## src/rtl/dma_pkg.sv

```systemverilog
// Shared DMA loopback types: controller opcodes, sequencer states and line geometry.
// The memory controller imports the same opcode enum so both ends agree on encoding.
package dma_pkg;

  localparam int CL_LINE_BITS = 512;
  localparam int LINE_BYTES   = CL_LINE_BITS / 8;

  typedef enum logic [1:0] {
    IDLE  = 2'b00,
    READ  = 2'b01,
    WRITE = 2'b11
  } mc_opcode_t;

  typedef enum logic [2:0] {
    ST_IDLE,
    ST_RD,
    ST_RD_GAP,
    ST_WR,
    ST_WR_GAP,
    ST_FIN
  } seq_state_t;

endpackage

```

## src/rtl/dma_loopback_seq_if.sv

```systemverilog
// Word-serial memory-controller port: the sequencer drives op/addr/wdata, the controller answers.
// master = sequencer side, slave = controller side.
interface dma_loopback_seq_if #(
  parameter int WORD_SIZE     = 32,
  parameter int ADDR_BITCOUNT = 64
);
  import dma_pkg::*;

  logic                     mc_ready;
  logic                     mc_tx_done;
  logic                     mc_rd_valid;
  logic [WORD_SIZE-1:0]     mc_rdata;
  mc_opcode_t               mc_op;
  logic [ADDR_BITCOUNT-1:0] mc_addr;
  logic [WORD_SIZE-1:0]     mc_wdata;

  modport master (
    input  mc_ready, mc_tx_done, mc_rd_valid, mc_rdata,
    output mc_op, mc_addr, mc_wdata
  );

  modport slave (
    output mc_ready, mc_tx_done, mc_rd_valid, mc_rdata,
    input  mc_op, mc_addr, mc_wdata
  );

endinterface

```

## src/rtl/line_buf.sv

```systemverilog
// One cache line of words: single indexed write port, combinational read port.
// Cleared on reset so the idle write-data mux presents zero.
module line_buf #(
  parameter  int WPL       = 16,
  parameter  int WORD_SIZE = 32,
  localparam int IW        = $clog2(WPL)
) (
  input  logic                 clk,
  input  logic                 rst,
  input  logic                 we_i,
  input  logic [IW-1:0]        widx_i,
  input  logic [WORD_SIZE-1:0] wdat_i,
  input  logic [IW-1:0]        ridx_i,
  output logic [WORD_SIZE-1:0] rdat_o
);

  logic [WORD_SIZE-1:0] mem_q [WPL];

  always_ff @(posedge clk) begin
    if (rst) begin
      for (int i = 0; i < WPL; i++) mem_q[i] <= '0;
    end else if (we_i) begin
      mem_q[widx_i] <= wdat_i;
    end
  end

  assign rdat_o = mem_q[ridx_i];

endmodule

```

## src/rtl/dma_loopback_seq.sv

```systemverilog
// Copies num_lines cache lines src->dst through the word-serial controller, XOR-summing every word read.
// First op 1 cycle after start; controller stalls via mc_ready (op issue / write accept) and mc_tx_done.
module dma_loopback_seq #(
  parameter int WORD_SIZE     = 32,
  parameter int CL_SIZE_WIDTH = 8 * dma_pkg::LINE_BYTES,
  parameter int ADDR_BITCOUNT = 64,
  parameter int LINE_CNT_W    = 16
) (
  input  logic                     clk,
  input  logic                     rst,
  input  logic                     start_i,
  input  logic [ADDR_BITCOUNT-1:0] src_addr_i,
  input  logic [ADDR_BITCOUNT-1:0] dst_addr_i,
  input  logic [LINE_CNT_W-1:0]    num_lines_i,
  output logic                     busy_o,
  output logic                     done_o,
  output logic [WORD_SIZE-1:0]     checksum_o,
  dma_loopback_seq_if.master       mc
);
  import dma_pkg::*;

  localparam int WPL = CL_SIZE_WIDTH / WORD_SIZE;
  localparam int IW  = $clog2(WPL);
  localparam logic [IW-1:0]            WI_LAST   = IW'(WPL - 1);
  localparam logic [IW:0]              WPL_CNT   = (IW + 1)'(WPL);
  localparam logic [ADDR_BITCOUNT-1:0] LINE_STEP = ADDR_BITCOUNT'(CL_SIZE_WIDTH / 8);

  seq_state_t               state_q;
  mc_opcode_t               op_q;
  logic [ADDR_BITCOUNT-1:0] addr_q, src_q, dst_q, off_q;
  logic [LINE_CNT_W-1:0]    nl_q, li_q;
  logic [IW-1:0]            wi_q;
  logic [IW:0]              sent_q;
  logic                     acc_q, busy_q, done_q;
  logic [WORD_SIZE-1:0]     csum_q;

  logic                     in_win, buf_we;
  logic [IW-1:0]            rd_idx;
  logic [WORD_SIZE-1:0]     buf_rdat;
  logic [LINE_CNT_W-1:0]    li_d;
  logic [ADDR_BITCOUNT-1:0] off_d;

  // Write window: WPL cycles starting the cycle after the controller accepted the write op.
  assign in_win = (state_q == ST_WR) && acc_q && (sent_q < WPL_CNT);
  assign buf_we = (state_q == ST_RD) && mc.mc_rd_valid;
  assign rd_idx = in_win ? wi_q : '0;
  assign li_d   = li_q + 1'b1;
  assign off_d  = off_q + LINE_STEP;

  line_buf #(.WPL(WPL), .WORD_SIZE(WORD_SIZE)) u_line_buf (
    .clk    (clk),
    .rst    (rst),
    .we_i   (buf_we),
    .widx_i (wi_q),
    .wdat_i (mc.mc_rdata),
    .ridx_i (rd_idx),
    .rdat_o (buf_rdat)
  );

  always_ff @(posedge clk) begin
    if (rst) begin
      state_q <= ST_IDLE;
      op_q    <= IDLE;
      addr_q  <= '0;
      src_q   <= '0;
      dst_q   <= '0;
      off_q   <= '0;
      nl_q    <= '0;
      li_q    <= '0;
      wi_q    <= '0;
      sent_q  <= '0;
      acc_q   <= 1'b0;
      busy_q  <= 1'b0;
      done_q  <= 1'b0;
      csum_q  <= '0;
    end else begin
      done_q <= 1'b0;
      case (state_q)
        ST_IDLE: begin
          op_q <= IDLE;
          if (start_i) begin
            src_q  <= src_addr_i;
            dst_q  <= dst_addr_i;
            nl_q   <= num_lines_i;
            addr_q <= src_addr_i;
            off_q  <= '0;
            li_q   <= '0;
            wi_q   <= '0;
            csum_q <= '0;
            busy_q <= 1'b1;
            if (num_lines_i == '0) begin
              state_q <= ST_FIN;
            end else begin
              state_q <= ST_RD;
              op_q    <= mc.mc_ready ? READ : IDLE;
            end
          end
        end
        ST_RD: begin
          if (mc.mc_ready) op_q <= READ;
          if (mc.mc_rd_valid) begin
            csum_q <= csum_q ^ mc.mc_rdata;
            wi_q   <= (wi_q == WI_LAST) ? '0 : wi_q + 1'b1;
          end
          if (mc.mc_tx_done) begin
            op_q    <= IDLE;
            state_q <= ST_RD_GAP;
          end
        end
        ST_RD_GAP: begin
          wi_q    <= '0;
          sent_q  <= '0;
          acc_q   <= 1'b0;
          op_q    <= WRITE;
          addr_q  <= dst_q + off_q;
          state_q <= ST_WR;
        end
        ST_WR: begin
          if (mc.mc_ready) acc_q <= 1'b1;
          if (in_win) begin
            sent_q <= sent_q + 1'b1;
            if (wi_q != WI_LAST) wi_q <= wi_q + 1'b1;
          end
          if (mc.mc_tx_done) begin
            op_q    <= IDLE;
            state_q <= ST_WR_GAP;
          end
        end
        ST_WR_GAP: begin
          li_q  <= li_d;
          wi_q  <= '0;
          off_q <= off_d;
          if (li_d == nl_q) begin
            state_q <= ST_FIN;
          end else begin
            state_q <= ST_RD;
            op_q    <= mc.mc_ready ? READ : IDLE;
            addr_q  <= src_q + off_d;
          end
        end
        ST_FIN: begin
          done_q  <= 1'b1;
          busy_q  <= 1'b0;
          state_q <= ST_IDLE;
        end
        default: state_q <= ST_IDLE;
      endcase
    end
  end

  assign busy_o      = busy_q;
  assign done_o      = done_q;
  assign checksum_o  = csum_q;
  assign mc.mc_op    = op_q;
  assign mc.mc_addr  = addr_q;
  assign mc.mc_wdata = buf_rdat;

endmodule
```

## src/flat_wrapper.sv

```systemverilog
// flat-port wrapper written by rule: the top's interface ports become plain ports
module dma_loopback_seq_flat import dma_pkg::*;
#(
  parameter int WORD_SIZE     = 32,
  parameter int CL_SIZE_WIDTH = 8 * dma_pkg::LINE_BYTES,
  parameter int ADDR_BITCOUNT = 64,
  parameter int LINE_CNT_W    = 16
)
  (clk, rst, start_i, src_addr_i, dst_addr_i, num_lines_i, busy_o, done_o, checksum_o, mc_mc_ready, mc_mc_tx_done, mc_mc_rd_valid, mc_mc_rdata, mc_mc_op, mc_mc_addr, mc_mc_wdata);
  dma_loopback_seq_if #(.WORD_SIZE(WORD_SIZE), .ADDR_BITCOUNT(ADDR_BITCOUNT)) mc_i ();
  input  logic clk;
  input  logic rst;
  input  logic start_i;
  input  logic [ADDR_BITCOUNT-1:0] src_addr_i;
  input  logic [ADDR_BITCOUNT-1:0] dst_addr_i;
  input  logic [LINE_CNT_W-1:0] num_lines_i;
  output logic busy_o;
  output logic done_o;
  output logic [WORD_SIZE-1:0] checksum_o;
  input wire logic [$bits(mc_i.mc_ready)-1:0] mc_mc_ready;
  input wire logic [$bits(mc_i.mc_tx_done)-1:0] mc_mc_tx_done;
  input wire logic [$bits(mc_i.mc_rd_valid)-1:0] mc_mc_rd_valid;
  input wire logic [$bits(mc_i.mc_rdata)-1:0] mc_mc_rdata;
  output wire logic [$bits(mc_i.mc_op)-1:0] mc_mc_op;
  output wire logic [$bits(mc_i.mc_addr)-1:0] mc_mc_addr;
  output wire logic [$bits(mc_i.mc_wdata)-1:0] mc_mc_wdata;
  assign mc_i.mc_ready = mc_mc_ready;
  assign mc_i.mc_tx_done = mc_mc_tx_done;
  assign mc_i.mc_rd_valid = mc_mc_rd_valid;
  assign mc_i.mc_rdata = mc_mc_rdata;
  assign mc_mc_op = mc_i.mc_op;
  assign mc_mc_addr = mc_i.mc_addr;
  assign mc_mc_wdata = mc_i.mc_wdata;
  dma_loopback_seq #(.WORD_SIZE(WORD_SIZE), .CL_SIZE_WIDTH(CL_SIZE_WIDTH), .ADDR_BITCOUNT(ADDR_BITCOUNT), .LINE_CNT_W(LINE_CNT_W)) u_core (.clk(clk), .rst(rst), .start_i(start_i), .src_addr_i(src_addr_i), .dst_addr_i(dst_addr_i), .num_lines_i(num_lines_i), .busy_o(busy_o), .done_o(done_o), .checksum_o(checksum_o), .mc(mc_i));
endmodule
```

## config.mk

```make
export PLATFORM = sky130hd
export DESIGN_NAME = dma_loopback_seq_flat
export DESIGN_NICKNAME = d
export VERILOG_FILES = /design/src/rtl/dma_pkg.sv /design/src/rtl/dma_loopback_seq_if.sv /design/src/rtl/line_buf.sv /design/src/rtl/dma_loopback_seq.sv /design/src/flat_wrapper.sv
export SDC_FILE = /design/constraint.sdc
export NUM_CORES = 2
export LEC_CHECK = 0
export BUFFER_PORTS_ARGS = -buffer_cell sky130_fd_sc_hd__clkbuf_2
export CORE_AREA = 4 4 316 318
export CTS_BUF_LIST = sky130_fd_sc_hd__clkbuf_16
export DETAILED_ROUTE_END_ITERATION = 7
export DIE_AREA = 0 0 320 322
export PLACE_DENSITY = 0.62
export SETUP_SLACK_MARGIN = 0.05
export SYNTH_ARGS = -nofsm -noshare
export SYNTH_HDL_FRONTEND = slang
export SYNTH_HIERARCHICAL = 1
export SYNTH_SLANG_ARGS = --single-unit
```

## constraint.sdc

```tcl
create_clock -name clk -period 8.01 [get_ports clk]
set_clock_uncertainty 0.05 [all_clocks]
set_input_delay 0.4005 -clock clk [delete_from_list [all_inputs] [get_ports clk]]
set_output_delay 0.4005 -clock clk [all_outputs]
set_load 0.01 [all_outputs]
```

==> run summary <==
The run finished with clean final reports. TritonCTS built the clock tree. The floorplan step defined a core boundary enclosing 96600 um2. The number of vias after detailed routing is 35000. The number of antenna violations at the first check in global routing is 10. The source-to-sink clock delay at the later pin of the worst-skew pair is 0.69 ns.

The count of placed standard cells in the final layout, fillers left out is 5987. The final non-filler cell area is 51200 um2. The area of the mapped netlist is 44300 um2. STA puts the critical path data arrival time at 6.01 ns. The worst-case IR drop observed on VDD is 0.000145 V.

The most critical setup path has its startpoint at u_core/off_q[6]. The number of different library cells used by synthesis comes to 91. Setup violations remaining at the end of the flow were counted as 0. The number of slew-limit violations in the final report is 0.

The die covers 103000 um2. The congestion estimate from routability-driven global placement came to 0.933. For this run the aggregate overflow at the end of global routing stands at 0. The origin of the critical flop-to-flop path is u_core/off_q[6]. For this design the static power due to leakage is 19.9 nW. The number of placed instances, taps included, is 5663. The post-layout net count came out at 4936. The half-perimeter wire length after detailed placement is 89500 um. The total cell area at the placement stage is 46800 um2.

The length of the first detailed-routing pass in iterations is 5. The root buffer cell is sky130_fd_sc_hd__clkbuf_16. In the post-synthesis netlist, the biggest area contributors are sky130_fd_sc_hd__edfxtp_1 35%, sky130_fd_sc_hd__dfxtp_1 15%, sky130_fd_sc_hd__and2_1 7.5%.

Subtracting the final worst setup slack from the clock period gives 5.51 ns. The die is 320 um wide. Summed over all instances, the cell type with the most area after synthesis is sky130_fd_sc_hd__edfxtp_1. The power density over the cells came out at 198 nW/um2. The required time reported for the critical path endpoint is 8.51 ns. The kind of critical path is reg -> reg. In this run the worst path has a maximum fanout of 9. The average wire length per cell after detail routing is 23.9 um. The total CTS buffers came out at 94. For this run, the total global-route usage over all layers was measured as 0.272. The average vias per placed instance is 5.84. The initialized floorplan defines 114 standard-cell rows. Clock-pin slew was measured on the worst setup and hold paths at 0.06 ns. The total clock sinks is 843.

The detailed router finished its first iteration with 3667 violations. The fraction of final layout cells with drive strength greater than 1 came out at 0.149. The post-layout utilization of the core came out at 0.530. The relative slew slack is 0.191. The boundary pin count came out at 314. Max-cap violations in this run came to 0.

The most critical setup path has its endpoint at u_core/mc.mc_addr[61]. The most used flip-flop cell after synthesis is sky130_fd_sc_hd__edfxtp_1. The design draws 10.1 mW.

The setup TNS came out at 0 ns. For flop-to-flop paths, the worst setup slack is 2.50 ns. The share of the Yosys chip area taken by registers is 0.497.

The number of cells on the worst reg-to-reg path is 20. The final routed wirelength across all metal layers is 143000 um. The post-synthesis register bit count is 843. The endpoint identified for the worst register-to-register timing path is u_core/mc.mc_addr[61].

The layout-stage area growth over the synthesis result came out at 15.7%. The final worst-path cycle share came out at 0.687. The number of global-route vias before repair is 34200. The gate count of the mapped netlist came out at 4320. The count of yosys warnings during synthesis came out at 6. The global-route wire length before repair came out at 215000 um.

Leaving out fill and tap cells, the most frequent cell in the layout is sky130_fd_sc_hd__nand2_1. The pin slew with the least headroom to its limit is 1.21 ns. The number of nets with antenna violations after routing came out at 0. The total count of hold-check failures in the final report is 0. Leaving out fill and tap cells, the most frequent cells in the layout are 581 x sky130_fd_sc_hd__nand2_1, 523 x sky130_fd_sc_hd__and2_1, 512 x sky130_fd_sc_hd__edfxtp_1. The die extent in y is 322 um. Yosys mapped a number of flops with a built-in enable equal to 512. The achievable clock frequency is 182 MHz. The initial standard-cell utilization of the core is 0.458.

The share of synthesized area in the top cell type comes to 0.347. Of all flip-flops after synthesis, the portion carrying an async set or reset was 0. The largest net degree at the start of global routing came out at 93. STA classifies the critical path startpoint as a flop.

The number of buffers inserted by port buffering came out at 313. The deepest level of the CTS H-tree is 3. The maximum count of clock buffers along a single path came out at 3. The number of nets in the synthesized netlist is 4628. Setup repair after global routing left no endpoint under its margin. The class of the most critical hold timing path is in -> reg.

The average instance in the mapped netlist occupies 10.2 um2. The post-route DRC violation count came out at 0. STA classifies the critical path endpoint as a flop.
-- cell type report --
class,count,area (um2)
antenna,3,7.51
clock buffer,94,2350
clock inverter,82,636
sequential,843,22000
fill,8603,45300
tap,1276,1600
multi-input combinational,3147,21100
timing repair buffer,512,3450
inverter,30,113
-- kinds of logic after synthesis --
kind of cell | Yosys count | synth area share
AND/OR/NAND/NOR | 1749 | 0.200
XOR/XNOR | 205 | 0.0406
flip-flops | 843 | 0.497
adder cells (fa/ha/maj) | 126 | 0.0356
buffers and inverters | 330 | 0.0294
multiplexers | 140 | 0.0679
AO/OA/AOI/OAI | 927 | 0.130
-- state kept, by name, indices dropped and copies added (netlist names) --
register,flops
u_core/sent_q,5
u_core/li_q,16
u_core/busy_o,1
u_core/mc.mc_op,2
u_core/mc.mc_addr,64
u_core/done_o,1
u_core/dst_q,64
u_core/wi_q,4
u_core/src_q,64
u_core/acc_q,1
u_core/checksum_o,32
u_core/off_q,58
u_core/u_line_buf/mem_q,512
u_core/state_q,3
u_core/nl_q,16
-- worst max-delay path: stages, from the launching register on --
cell,delay [ns]
sky130_fd_sc_hd__dfxtp_1,0.46
sky130_fd_sc_hd__ha_1,0.27
sky130_fd_sc_hd__and3_1,0.27
sky130_fd_sc_hd__and3_1,0.39
sky130_fd_sc_hd__nand3_1,0.28
sky130_fd_sc_hd__or3_1,0.60
sky130_fd_sc_hd__nor2_1,0.36
sky130_fd_sc_hd__and3_1,0.23
sky130_fd_sc_hd__nand3_1,0.10
sky130_fd_sc_hd__xnor2_1,0.21
sky130_fd_sc_hd__ha_1,0.36
sky130_fd_sc_hd__a21o_1,0.19
sky130_fd_sc_hd__a21oi_1,0.17
sky130_fd_sc_hd__nor2_1,0.06
sky130_fd_sc_hd__nor2_1,0.29
sky130_fd_sc_hd__o211ai_1,0.21
sky130_fd_sc_hd__nand2b_1,0.19
sky130_fd_sc_hd__a211oi_1,0.23
sky130_fd_sc_hd__a211oi_1,0.08
sky130_fd_sc_hd__a221oi_1,0.31
sky130_fd_sc_hd__a21oi_1,0.09
-- per-layer routing --
layer	track usage	routed length [um]	vias to the layer above
met4	0.0888	4720	6
met5	0	34	-
met2	0.437	66200	1421
met1	0.378	60500	17000
met3	0.0458	11400	237
li1	-	-	16300
-- how the worst min path moves through the flow --
stage,cells past startpoint,startpoint,endpoint,slack (ns)
4_1_cts,3,dst_addr_i[58],u_core/dst_q[58],0.03
5_1_grt,3,dst_addr_i[58],u_core/dst_q[58],0.03
3_5_place_dp,2,u_core/dst_q[4],u_core/dst_q[4],0.40
6_report,3,dst_addr_i[58],u_core/dst_q[58],0.07
3_3_place_gp,2,u_core/src_q[3],u_core/src_q[3],0.39
2_1_floorplan,2,u_core/dst_q[0],u_core/dst_q[0],0.39
-- per-stage QoR --
step                setup WS (ns)  hold WS [ns]
floorplan                    3.49         0.386
global placement             2.63         0.394
detailed placement           2.55         0.397
CTS                          2.54        0.0281
global route                 2.06        0.0315
finish                       2.50        0.0661
-- report_power, final --
group	internal (mW)	switching (mW)
registers	4.80	0.117
logic	0.356	0.674
clock network	2.34	1.84
-- synth_stat cells (all sizes together) (29+ instances only) --
cell	n
nand4	48
nor3	57
and3	36
ha	126
edfxtp	512
a211oi	40
nor2	264
a221oi	47
mux4	128
o21ai	168
dfxtp	331
xor2	105
a21o	40
or2	31
nand3	84
xnor2	100
a22oi	89
and2	528
buf	63
clkbuf	237
inv	29
nand2	584
a21oi	389
-- repair_timing --
| item | in CTS | in global routing |
|---|---|---|
| gates resized for setup | 0 | 0 |
| hold buffers | 145 | 0 |
| buffers inserted | 0 | 0 |
| endpoints found under the hold margin | 167 | 0 |
No activity file was read; power rests on OpenSTA's default activity.
